`src/rtl/clk_div_pkg.sv`:
```
// rtl/clk_div_pkg.sv - shared types and defaults for the run-time clock divider
`timescale 1ns/1ps
package clk_div_pkg;

  localparam int CNT_W_DEFAULT    = 16;
  localparam int DEF_HALF_DEFAULT = 5000;
  localparam int MIN_HALF         = 1;

  typedef enum logic [1:0] {
    ST_IDLE     = 2'd0,
    ST_RUN      = 2'd1,
    ST_STOPPING = 2'd2
  } state_e;

endpackage

```
`src/rtl/clk_div_core.sv`:
```
// rtl/clk_div_core.sv - half-period counter and toggle flop of the divider
`timescale 1ns/1ps
module clk_div_core
  import clk_div_pkg::*;
#(
  parameter int CNT_W = CNT_W_DEFAULT
) (
  input  logic             clk,
  input  logic             rst_n,
  input  logic             run,
  input  logic             restart,
  input  logic [CNT_W-1:0] half,
  output logic             clk_div,
  output logic             rise
);

  logic [CNT_W-1:0] cnt;
  logic             phase_end;

  assign phase_end = (cnt == half - CNT_W'(1));
  // Low phase complete: the next toggle would be a rising edge.
  assign rise      = !clk_div && phase_end;

  always_ff @(posedge clk or negedge rst_n) begin
    if (!rst_n) begin
      cnt     <= '0;
      clk_div <= 1'b0;
    end else if (restart) begin
      cnt     <= '0;
      clk_div <= 1'b1;
    end else if (!run) begin
      cnt     <= '0;
      clk_div <= 1'b0;
    end else if (phase_end) begin
      cnt     <= '0;
      clk_div <= ~clk_div;
    end else begin
      cnt     <= cnt + CNT_W'(1);
    end
  end

endmodule

```
`src/rtl/clk_div_ctrl.sv`:
```
// rtl/clk_div_ctrl.sv - start/stop FSM and glitch-free reconfiguration around clk_div_core
`timescale 1ns/1ps
module clk_div_ctrl
  import clk_div_pkg::*;
#(
  parameter int CNT_W    = CNT_W_DEFAULT,
  parameter int DEF_HALF = DEF_HALF_DEFAULT
) (
  input  logic             clk,
  input  logic             rst_n,
  input  logic             en,
  input  logic             cfg_valid,
  input  logic [CNT_W-1:0] cfg_half,
  output logic             cfg_ready,
  output logic             clk_div,
  output logic             tick,
  output logic             busy,
  output logic [CNT_W-1:0] cur_half
);

  state_e           state, state_nxt;
  logic             core_run, core_restart, core_rise;
  logic             boundary;
  logic             pending;
  logic [CNT_W-1:0] pend_half;
  logic [CNT_W-1:0] cfg_clamped;

  assign cfg_ready   = ~pending;
  assign cfg_clamped = (cfg_half < CNT_W'(MIN_HALF)) ? CNT_W'(MIN_HALF) : cfg_half;

  always_ff @(posedge clk or negedge rst_n) begin
    if (!rst_n) state <= ST_IDLE;
    else        state <= state_nxt;
  end

  always_comb begin
    state_nxt = state;
    case (state)
      ST_IDLE:     if (en) state_nxt = ST_RUN;
      ST_RUN:      if (!en) state_nxt = ST_STOPPING;
      ST_STOPPING: begin
        if (en)             state_nxt = ST_RUN;
        else if (core_rise) state_nxt = ST_IDLE;
      end
      default:     state_nxt = ST_IDLE;
    endcase
  end

  // A rising boundary is either a start from IDLE or a completed low phase that is allowed to rise.
  always_comb begin
    core_run     = 1'b0;
    core_restart = 1'b0;
    boundary     = 1'b0;
    case (state)
      ST_IDLE: begin
        core_restart = en;
        boundary     = en;
      end
      ST_RUN: begin
        core_run = 1'b1;
        boundary = core_rise;
      end
      ST_STOPPING: begin
        core_run = en || !core_rise;
        boundary = en && core_rise;
      end
      default: ;
    endcase
  end

  always_ff @(posedge clk or negedge rst_n) begin
    if (!rst_n) begin
      tick      <= 1'b0;
      busy      <= 1'b0;
      cur_half  <= CNT_W'(DEF_HALF);
      pend_half <= CNT_W'(MIN_HALF);
      pending   <= 1'b0;
    end else begin
      tick <= boundary;
      busy <= (state_nxt != ST_IDLE);
      // Capture needs pending clear, so it never collides with applying a pending value.
      if (boundary && pending) begin
        cur_half <= pend_half;
        pending  <= 1'b0;
      end else if (cfg_valid && cfg_ready) begin
        pend_half <= cfg_clamped;
        pending   <= 1'b1;
      end
    end
  end

  clk_div_core #(.CNT_W(CNT_W)) u_core (
    .clk     (clk),
    .rst_n   (rst_n),
    .run     (core_run),
    .restart (core_restart),
    .half    (cur_half),
    .clk_div (clk_div),
    .rise    (core_rise)
  );

endmodule

```
`config.mk`:
```
export PLATFORM = sky130hd
export DESIGN_NAME = clk_div_ctrl
export DESIGN_NICKNAME = d
export VERILOG_FILES = /design/src/rtl/clk_div_pkg.sv /design/src/rtl/clk_div_core.sv /design/src/rtl/clk_div_ctrl.sv
export SDC_FILE = /design/constraint.sdc
export NUM_CORES = 1
export LEC_CHECK = 0
export ABC_AREA = 1
export BUFFER_PORTS_ARGS = -buffer_cell sky130_fd_sc_hd__buf_2
export CAP_MARGIN = 20
export CORE_ASPECT_RATIO = 1.1
export CORE_MARGIN = 8
export CORE_UTILIZATION = 35
export DETAILED_ROUTE_END_ITERATION = 10
export PLACE_DENSITY = 0.55
export REMOVE_ABC_BUFFERS = 1
export SLEW_MARGIN = 20
export SYNTH_ARGS = -nofsm -noshare
export SYNTH_HDL_FRONTEND = slang
export SYNTH_SLANG_ARGS = --single-unit
```
`constraint.sdc`:
```
create_clock -name clk -period 2.75 [get_ports clk]
set_input_delay 0.825 -clock clk [delete_from_list [all_inputs] [get_ports clk]]
set_output_delay 0.825 -clock clk [all_outputs]
set_load 0.05 [all_outputs]
```
# After elaboration in Yosys (flattened, before gate mapping)
# Index checks and enable logic that the tools add are counted.
totals:
  register_bits: 54
  in_bits: 20
op_classes:
  reduce_logical: 11
  magnitude_cmp: 1
  muxes: 17
  n_bitwise: 3
  n_eq_ne: 4
  addsub: 2
op_table:
  columns: ["operator", "n"]
  rows:
  - ["$mux 16", 4]
  - ["$add 16x1->16 const B", 1]
  - ["$eq 16x16->1", 1]
  - ["$lt 16x1->1 const B", 1]
  - ["$sub 16x1->16 const B", 1]
  - ["$mux 2", 4]
  - ["$mux 1", 6]
  - ["$pmux 2 s3", 1]
  - ["$logic_and 1x1->1", 4]
  - ["$reduce_bool 2->1", 2]
  - ["$ne 3x3->1 const B", 1]
  - ["$not 1->1", 3]
  - ["$pmux 1 s3", 1]
  - ["$eq 2x1->1 const B", 1]
  - ["$eq 2x2->1 const B", 1]
  - ["$logic_not 1->1", 2]
  - ["$logic_not 2->1", 1]
  - ["$pmux 1 s2", 1]
  - ["$reduce_and 2->1", 1]
  - ["$logic_or 1x1->1", 1]

# Longest topological paths before layout
logic_depth:
  word_depth: 8
  depth_mapped: 18
  depth_no_buf: 18

# Hierarchy
# From an unflattened synthesis, not the netlist that was laid out.
unflattened:
  cells_unflattened: 434
  area_unflattened_um2: 3204.3
modules_own_cells:
  columns: ["mod", "n_inst", "area_each_um2", "cells_each"]
  rows:
  - ["clk_div_ctrl", 1, 1679.1, 199]
  - ["clk_div_core", 1, 1525.2, 235]

# Worst setup path before layout
# No wires, ideal clock.
synth_path:
  path_type: "reg2reg"
  start: "reg cur_half[0]"
  end: "reg cur_half[6]"
  stages_incl_launch_ff: 17
  t_required_ns: 2.632
  arrival_ns: 2.303
  path_buffers: 1
  path_slack_ns: 0.329
  cell_sequence: "dfrtp_1 -> inv_2 -> ha_1 -> nand3_4 -> nor2_8 -> nand2_2 -> nand2_2 -> nand2_1 -> nor2_1 -> nand3_2 -> nor2_4 -> nand3_4 -> nand2_2 -> nand3_4 -> buf_6 -> nand2_1 -> nand2_1"
synth_via:
  elab_chain_cells: 6
synth_rtl:
  columns: ["element", "line", "rtl"]
  rows:
  - ["start, declared", "clk_div_ctrl.sv:18", "output logic [CNT_W-1:0] cur_half"]
  - ["start signal, assigned", "clk_div_ctrl.sv:75", "cur_half <= CNT_W'(DEF_HALF);"]
  - ["start signal, assigned", "clk_div_ctrl.sv:83", "cur_half <= pend_half;"]
  - ["$sub 16x1->16 *", "clk_div_core.sv:20", "assign phase_end = (cnt == half - CNT_W'(1));"]
  - ["$eq 16x16->1 *", "clk_div_core.sv:20", null]
  - ["$logic_and 1x1->1 *", "clk_div_core.sv:22", "assign rise = !clk_div && phase_end;"]
  - ["$logic_and 1x1->1", "clk_div_ctrl.sv:65", "boundary = en && core_rise;"]
  - ["$pmux 1 s3 *", "clk_div_ctrl.sv:54", "case (state)"]
  - ["$logic_and 1x1->1 *", "clk_div_ctrl.sv:82", "if (boundary && pending) begin"]
# Every way passes the cells marked *; elsewhere a longest branch is shown, timed or not.
# A chain may end at the register's enable or synchronous reset.

# Final worst setup path
layout_path:
  start: "reg cur_half[0]"
  end: "reg cur_half[12]"
# The elaborated chain is that of the path after synthesis.

==> reports/results.ini <==
[timing]
setup_tns_ns=0
maxSlewHeadroom_pct=54.3
holdWs_ns=0.440
fin_skew_ns=0.00777
final_hold_viol_count=0
rsz0062_at_grt=no
fin_crit_sh_pct=89.6
tightest_slew_ns=0.684
min_period_ns=2.46
max_freq_ghz=0.406
setup_viol=0
maxSlewViolCount=0

[critical_path]
critPathRequiredTime_ns=3.01
crit_type=reg -> reg
worstSetupEndpointType=register
cp-start-kind=register
path_max_fanout=16
cp.arrival_ns=2.72

[cells_and_area]
multi_input_area_um2=1670
area_growth_pct=13.3
seqCellArea_um2=1360
fill_cells=958
diodes=0
drive_above_1_share_pct=23.8
nets=474

[synth]
synth_ff_type=dfrtp_1
yosys.cell_count.top_type=nand2_1
synth_edf_count=0
synth_largest_area_cell=dfrtp_1
yosysTopAreaCellShare_pct=36.8
syn_area_per_cell_um2=8.07
ys_seq_elements=54
synth_warnings=0
ys_seq_area_share_pct=41.7
yosys-top-cells-count=nand2_1, dfrtp_1, inv_1
ys_top_cells_by_area=dfrtp_1, nand2_1, inv_1
async_flop_share_pct=100
synthCells=404
synthesis.area_um2=3260
yosysUniqueCellTypes=32

[drt]
vias_per_cell=4.60
wire_per_inst_um=12.7
drc=0
drt_iter0_drc=93
wirelength_um=7170
vias=2602
first_pass_iters=4
drtAntennaViolNets=0

[power]
powerDensity_nw_per_um2=1130
p_leak_nw=1.89
ir_drop_v=0.000542

[cts]
clk_pin_slew_worst_paths_ns=0.10
clk_latency_ns=0.32
cts_inserted_buffers=5
cts_tree=done
root_buffer=clkbuf_8
htree_levels=2
cts_setup_buffers=0
cts_hold_buf=0
cts_resized=0
cts.sinks=54
clock_path_buffers=2

[placement]
place_hpwl_um=5870
port-buffer-count=39
gp_congestion=0.815

[global_routing]
grt_util_all_layers_pct=12.3
grt_pass1_vias=2654
grt_max_degree=21
grt_pass1_wl_um=12500
antenna_found_initial=0
gr-total-overflow=0

[worst_hold_path]
hp-class=in -> async

[job]
max_cap_viol_count=0

[floorplan]
rows=37
core_um2=9210
dieWidth_um=108
die_area_um2=12700
boundaryPins=40
start_util_pct=35.4
die_h_um=117

[status]
outcome=complete, no violations

## placed cells by master, fill, tap and decap left out, types with 3 or more instances in the layout
master	Yosys	final
nor3_1	7	7
nor2_2	11	11
xor2_1	10	10
dfstp_2	6	6
nand2_2	8	8
inv_2	4	4
nor4_1	4	4
nand3b_1	6	6
nand3_2	3	3
dfrtp_1	48	48
o21ai_0	8	8
nand3_4	3	3
buf_2	0	39
nor2_4	3	3
inv_1	45	45
a21oi_1	4	4
clkbuf_8	0	6
mux2_2	15	15
xnor2_1	8	8
buf_4	2	4
nor2_1	40	40
ha_1	6	6
nand3_1	32	32
nand4_1	5	5
nand2_1	113	113
## registers in the layout, summed over array words and instances (netlist names)
signal	count
state	2
cur_half	16
u_core.cnt	16
busy	1
pend_half	16
u_core.clk_div	1
pending	1
tick	1
## report_power, final
part / switching, mW / leakage [nW] / total [mW] / internal (mW)
Sequential: 0.284 / 0.674 / 1.38 / 1.10
Combinational: 1.54 / 1.15 / 2.25 / 0.709
Clock: 0.259 / 0.0585 / 0.556 / 0.297
## stage by stage
| step | setup slack, ns | area [µm²] | power [mW] | utilization [%] | cells |
|---|---|---|---|---|---|
| 3_3_place_gp | 0.364 | 3580 | 3.67 | 38.9 | 558 |
| 4_1_cts | 0.259 | 3700 | 4.26 | 40.1 | 566 |
| 5_1_grt | 0.0576 | 3700 | 4.55 | 40.1 | 566 |
| 2_1_floorplan | 0.366 | 3210 | 3.14 | - | 398 |
| 3_5_place_dp | 0.291 | 3580 | 3.69 | 38.9 | 558 |
| 6_report | 0.285 | 3700 | 4.19 | 40.1 | 566 |
## worst max-delay path: stages (launching register included)
cell     delay, ns
dfrtp_1       0.45
inv_2         0.11
ha_1          0.23
nand3_4       0.14
nor2_8        0.18
nand2_2       0.06
nand2_2       0.06
nand2_1       0.05
nor2_1        0.12
nand3_2       0.11
nor2_4        0.16
nand3_4       0.10
a21oi_4       0.41
nand3_1       0.13
nand2_1       0.09
## cell families (layout without fill, tap and decap cells)
logic type      count (synthesis)  count (layout)  synth area share (%)
compound gates                 18              18                  3.30
xor+xnor                       18              18                  4.83
fa+ha+maj                       6               6                  2.30
buf+inv                        55             100                  7.25
flops                          54              54                  41.7
mux                            15              15                  5.18
simple gates                  238             238                  35.5
## layout make-up
cell class                 count  area share (%)
sequential                    54            36.8
clock buffer                   7            2.34
multi-input combinational    295            45.1
tap                          117            3.96
timing repair buffer          43            6.09
clock inverter                 1           0.812
inverter                      49            4.97
## routing by layer
layer | vias up | share of wire [%] | global-route usage (%)
met2 | 33 | 50 | 21.9
met1 | 1191 | 46 | 14.7
li1 | 1372 | - | -
met4 | 0 | 1.5 | 4.44
met3 | 6 | 2.0 | 1.86
met5 | - | 0 | 0
## worst paths after layout
kind / startpoint / endpoint / slack, ns / depth (start not counted)
worst max register to register: cur_half[0] / cur_half[12] / 0.29 / 14
worst min-delay path: rst_n / u_core.cnt[8] / 0.44 / 1
min in group clk: pend_half[8] / cur_half[8] / 0.50 / 2
worst min register to register: pend_half[8] / cur_half[8] / 0.50 / 2
max in group asynchronous: rst_n / cur_half[7] / 1.64 / 2
worst max-delay path: cur_half[0] / cur_half[12] / 0.29 / 14
No activity file was read; power rests on OpenSTA's default activity.
